==> src/rtl/pp_accumulator.sv <==
// pp_accumulator
//   Collects the four N x M partial products that the multi-cycle DSP
//   multiplier emits for one 2N x 2M multiply. It aligns and extends each
//   partial, adds it into a 2(N+M)-bit accumulator, and hands the finished
//   product to writeback.
//
//   Handshake (both ports): a transfer happens on a rising edge where
//   valid && ready. A producer holds valid and its payload stable until that
//   edge. The result payload (res_data) does not change while
//   res_valid && !res_ready.
//
//   Beat order per product: P0=AL*BL (shift 0), P1=AH*BL (shift N),
//   P2=AL*BH (shift M), P3=AH*BH (shift N+M).
//
//   Optional feature macro: PP_ACC_SINGLE_EN adds pp_single. A first beat
//   with pp_single=1 is taken as a complete native N x M product.
//
// Ports:
//   clk, rst        clock, synchronous active-high reset
//   pp_valid/ready  partial-product beat handshake
//   pp_first        beat is P0 of a new product
//   pp_sign         signed product (sampled on the first beat only)
//   pp_data         partial product, N+M bits
//   pp_single       (PP_ACC_SINGLE_EN only) single-beat product
//   res_valid/ready result handshake
//   res_data        assembled product, 2N+2M bits
//   seq_err         registered one-cycle pulse on a sequence violation
module pp_accumulator #(
  parameter int N = 8,
  parameter int M = 8
) (
  input  logic                 clk,
  input  logic                 rst,
  input  logic                 pp_valid,
  output logic                 pp_ready,
  input  logic                 pp_first,
  input  logic                 pp_sign,
  input  logic [N+M-1:0]       pp_data,
`ifdef PP_ACC_SINGLE_EN
  input  logic                 pp_single,
`endif
  output logic                 res_valid,
  input  logic                 res_ready,
  output logic [2*N+2*M-1:0]   res_data,
  output logic                 seq_err
);

  localparam int PW = N + M;
  localparam int AW = 2 * (N + M);

  typedef enum logic [1:0] {
    S_IDLE = 2'd0,
    S_ACC  = 2'd1,
    S_DONE = 2'd2
  } state_t;

  state_t          state_q, state_d;
  logic [AW-1:0]   acc_q, acc_d;
  logic [1:0]      cnt_q, cnt_d;
  logic            sign_q, sign_d;
  logic            err_q, err_d;

  logic            beat;
  logic            single_req;
  logic [AW-1:0]   part_ext;
  logic [AW-1:0]   addend;

  function automatic logic [AW-1:0] ext(input logic [PW-1:0] d, input logic s);
    return s ? {{PW{d[PW-1]}}, d} : {{PW{1'b0}}, d};
  endfunction

`ifdef PP_ACC_SINGLE_EN
  assign single_req = pp_first && pp_single;
`else
  assign single_req = 1'b0;
`endif

  assign pp_ready  = (state_q != S_DONE);
  assign res_valid = (state_q == S_DONE);
  assign res_data  = acc_q;
  assign seq_err   = err_q;
  assign beat      = pp_valid && pp_ready;

  // P1..P3 use the sign latched on P0, never the live pp_sign.
  assign part_ext = ext(pp_data, sign_q);

  always_comb begin
    addend = '0;
    case (cnt_q)
      2'd1:    addend = part_ext << N;
      2'd2:    addend = part_ext << M;
      default: addend = part_ext << (N + M);
    endcase
  end

  always_comb begin
    state_d = state_q;
    acc_d   = acc_q;
    cnt_d   = cnt_q;
    sign_d  = sign_q;
    err_d   = 1'b0;
    case (state_q)
      S_IDLE: begin
        if (beat) begin
          if (!pp_first) begin
            err_d = 1'b1;
          end else if (single_req) begin
            acc_d   = ext(pp_data, pp_sign);
            sign_d  = pp_sign;
            cnt_d   = 2'd0;
            state_d = S_DONE;
          end else begin
            // P0 is the low-by-low product and is always unsigned.
            acc_d   = ext(pp_data, 1'b0);
            sign_d  = pp_sign;
            cnt_d   = 2'd1;
            state_d = S_ACC;
          end
        end
      end
      S_ACC: begin
        if (beat) begin
          if (pp_first) begin
            // Restart: drop the partial sum and treat this beat as P0.
            err_d  = 1'b1;
            acc_d  = ext(pp_data, 1'b0);
            sign_d = pp_sign;
            cnt_d  = 2'd1;
          end else begin
            acc_d = acc_q + addend;
            if (cnt_q == 2'd3) begin
              cnt_d   = 2'd0;
              state_d = S_DONE;
            end else begin
              cnt_d = cnt_q + 2'd1;
            end
          end
        end
      end
      S_DONE: begin
        if (res_ready) state_d = S_IDLE;
      end
      default: state_d = S_IDLE;
    endcase
  end

  always_ff @(posedge clk) begin
    if (rst) begin
      state_q <= S_IDLE;
      acc_q   <= '0;
      cnt_q   <= 2'd0;
      sign_q  <= 1'b0;
      err_q   <= 1'b0;
    end else begin
      state_q <= state_d;
      acc_q   <= acc_d;
      cnt_q   <= cnt_d;
      sign_q  <= sign_d;
      err_q   <= err_d;
    end
  end

endmodule

==> config.mk <==
export PLATFORM = sky130hd
export DESIGN_NAME = pp_accumulator
export DESIGN_NICKNAME = d
export VERILOG_FILES = /design/src/rtl/pp_accumulator.sv
export SDC_FILE = /design/constraint.sdc
export NUM_CORES = 1
export LEC_CHECK = 0
export ABC_AREA = 1
export CAP_MARGIN = 0
export CORE_MARGIN = 5
export CORE_UTILIZATION = 43
export CTS_CLUSTER_DIAMETER = 40
export DETAILED_ROUTE_END_ITERATION = 8
export PLACE_DENSITY = 0.67
export REMOVE_ABC_BUFFERS = 1
export SLEW_MARGIN = 5
export SYNTH_ARGS = -nofsm -noshare
export SYNTH_HDL_FRONTEND = slang
export SYNTH_SLANG_ARGS = --single-unit
==> constraint.sdc <==
create_clock -name clk -period 3.2 [get_ports clk]
set_clock_uncertainty 0.2 [all_clocks]
set_input_delay 0.96 -clock clk [delete_from_list [all_inputs] [get_ports clk]]
set_output_delay 0.96 -clock clk [all_outputs]
set_load 0.05 [all_outputs]
==> summary.md <==
| Metric | Value |
|---|---|
| Wire per inst | 13.9 microns |
| Global-route wire length before repair | 17.8 mm |
| Gpl congestion | 0.905 |
| RSZ-0062 raised after global routing | no |
| DR vias | 3873 |
| Seq cells post-synth | 38 |
| Crit Path Class | in -> reg |
| Root buf cell | clkbuf_8 |
| Initial antenna violation count | 0 |
| Final Cell Area | 0.00459 sq mm |
| 1st-iter DRT viols | 192 |
| Die X | 99.8 microns |
| N_diodes | 0 |
| Buffers on Ports | 56 |
| Yosys warns | 0 |
| IO Pins | 57 |
| Max-cap violation count | 0 |
| CP max FO | 5 |
| Bufs on Longest Clock Path | 2 |
| Required time of the critical path | 3.18 ns |
| Post-route ant nets | 0 |
| Core Footprint | 0.00781 sq mm |
| Initial Util | 44.4% |
| CP arrival | 3.03 ns |
| Min Hold Slack | 0.245 ns |
| Area grow syn2layout | 32.5% |
| Clock Pin Slew Worst Setup and Hold Paths | 0.08 ns |
| Post-DR vias/cell | 4.90 |
| Final #Nets | 735 |
| Vias in the first global route | 3754 |
| Time the worst path needs with I/O delays and setup | 3.05 ns |
| Commonest non-fill, non-tap cells in the layout | nand2_1 (196), inv_1 (108), clkdlybuf4s50_1 (55) |
| CTS Hold Bufs | 0 |
| Setup Viol. Count Final | 0 |
| Final WL | 11.0 mm |
| Netlist Area Pre-Place | 0.00347 sq mm |
| Die height | 99.8 microns |
| Endpoint class of the critical path | flip-flop |
| Post-Synthesis Cells | 597 |
| Tcrit/Tclk final | 95.2% |
| Final HPWL DP | 8.76 mm |
| Worst VDD drop | 0.169 mV |
| Largest net degree at the start of global routing | 22 |
| Layout cells sized above 1 | 13.8% |
| Avg Cell Area, Syn | 5.81 sq um |
| Die ar. | 0.00996 sq mm |
| Max_slew headroom | 59.3% |
| Netlist cell types | 31 |
| Register area share after synthesis | 21.9% |
| Hold path depth | 2 |
| Hold Crit Class | reg -> reg |
| Static Leak | 2.34 nW |
| Critical path launch point type | input pin |
| Fmax | 0.328 GHz |
| Clk Latency, worst-skew pair | 0.30 ns |
| Final-layout fill cell count | 818 |
| # DRC | 0 |
| Clock group share of total power | 21.1% |
| Sequential Power Share | 30.4% |
| Sw Ratio | 42.0% |
| Slew Viols, Final | 0 |
| Int Power | 1.00 mW |
| Placed cell area | 0.00438 sq mm |
| CTS Buf Count | 5 |
| Run status | finished clean |
| Final Hold Viols | 0 |
| # rows | 32 |
| Remaining global-route overflow | 0 |
| CTS H-tree lvls | 2 |
| Comb pwr share | 48.5% |
| CTS tree | built |
| Clock sink total | 38 |
| First-pass DRT Iterations | 4 |
| Worst-Margin Slew | 0.610 ns |
| All-layer global routing usage | 22.2% |
| PwrDens | 377 mW/mm^2 |
| Psw | 0.726 mW |
| Most common cell after layout, fill and taps aside | nand2_1 |
| R2R depth | 13 |
-- Yosys cell counts --
master | n | area [sq um]
nand2_1 | 196 | 736
inv_1 | 109 | 409
a21oi_1 | 53 | 265
dfxtp_1 | 38 | 761
nand3_1 | 38 | 190
nor2_1 | 35 | 131
o21ai_0 | 33 | 165
ha_1 | 24 | 300
nand4_1 | 9 | 56.3
clkbuf_1 | 8 | 30.0
nand2_2 | 8 | 50.1
nand3_2 | 6 | 60.1
nand3b_1 | 6 | 45.0
or2_2 | 5 | 31.3
nor2_4 | 4 | 45.0
nor3_1 | 4 | 20.0
a31oi_1 | 3 | 18.8
a21oi_2 | 2 | 17.5
buf_2 | 2 | 10.0
inv_2 | 2 | 7.51
nor2_2 | 2 | 12.5
and2_1 | 1 | 6.26
buf_4 | 1 | 7.51
buf_6 | 1 | 11.3
fa_1 | 1 | 20.0
inv_4 | 1 | 6.26
nand2_4 | 1 | 11.3
nor2_8 | 1 | 20.0
o211ai_1 | 1 | 7.51
or2_1 | 1 | 6.26
xor2_1 | 1 | 8.76
-- final timing paths --
kind	start	end	slack [ns]
setup / recovery	pp_data[8]	res_data[18]	0.15
setup reg to reg	cnt_q[0]	res_data[18]	0.24
hold / removal	res_data[0]	res_data[0]	0.25
hold reg to reg	res_data[0]	res_data[0]	0.25
-- layout make-up --
class / instances / area, sq um / share of cell area, %
inverters: 112 / 427 / 9.29
repair buffers: 96 / 863 / 18.8
clock inverters: 1 / 5.00 / 0.109
flip-flops and latches: 38 / 761 / 16.6
clock buffers: 7 / 86.3 / 1.88
well taps: 102 / 128 / 2.78
multi-input cells: 435 / 2320 / 50.6
-- cell families after synthesis --
logic type / share of synthesized area (%)
AND/OR/NAND/NOR: 41.0
buffers and inverters: 13.9
AO/OA/AOI/OAI: 13.7
flip-flops: 21.9
adder cells (fa/ha/maj): 9.24
XOR/XNOR: 0.253
-- what timing repair did --
action,in CTS,in global routing
setup endpoints to repair,0,10
resized for setup,0,19
setup buffers,0,2
-- per-stage QoR --
| step | power [mW] | util (%) | setup TNS [ns] | setup WS (ns) | cells |
|---|---|---|---|---|---|
| floorplan | 1.02 | - | 0 | 0.400 | 585 |
| global placement | 1.32 | 56.1 | -1.55 | -0.188 | 781 |
| detailed placement | 1.33 | 56.1 | -1.79 | -0.201 | 781 |
| CTS | 1.69 | 57.3 | 0 | 0.106 | 789 |
| global route | 1.85 | 58.8 | 0 | 0.0140 | 791 |
| finish | 1.73 | 58.8 | 0 | 0.153 | 791 |
-- power by group through the flow --
stage	clock, mW	sequential (mW)	combinational, mW
2_1_floorplan	0	0.616	0.407
3_3_place_gp	0	0.535	0.783
3_5_place_dp	0	0.537	0.792
4_1_cts	0.366	0.525	0.795
5_1_grt	0.399	0.530	0.919
6_report	0.364	0.526	0.839
-- critical path: stages --
cell,delay [ns]
clkdlybuf4s50_1,0.47
inv_1,0.05
o21ai_0,0.24
ha_1,0.37
nand2_2,0.18
inv_1,0.05
nand2_1,0.06
nand2_1,0.06
inv_1,0.07
nand3_2,0.10
or2_2,0.28
nand3_1,0.08
a21oi_1,0.06
-- sequential cells by signal, indices dropped and copies added (netlist names) --
name and cells:
state_q 2, sign_q 1, seq_err 1, cnt_q 2
res_data 32
-- layer usage --
layer	vias up	wire (microns)	global-route usage (%)	share of wire, %
li1	2057	-	-	-
met1	1739	5190	28.7	47
met2	65	5250	38.5	48
met3	12	433	3.41	3.9
met4	0	144	5.67	1.3
met5	-	0	0	0
(Power assumes the default switching activity.)
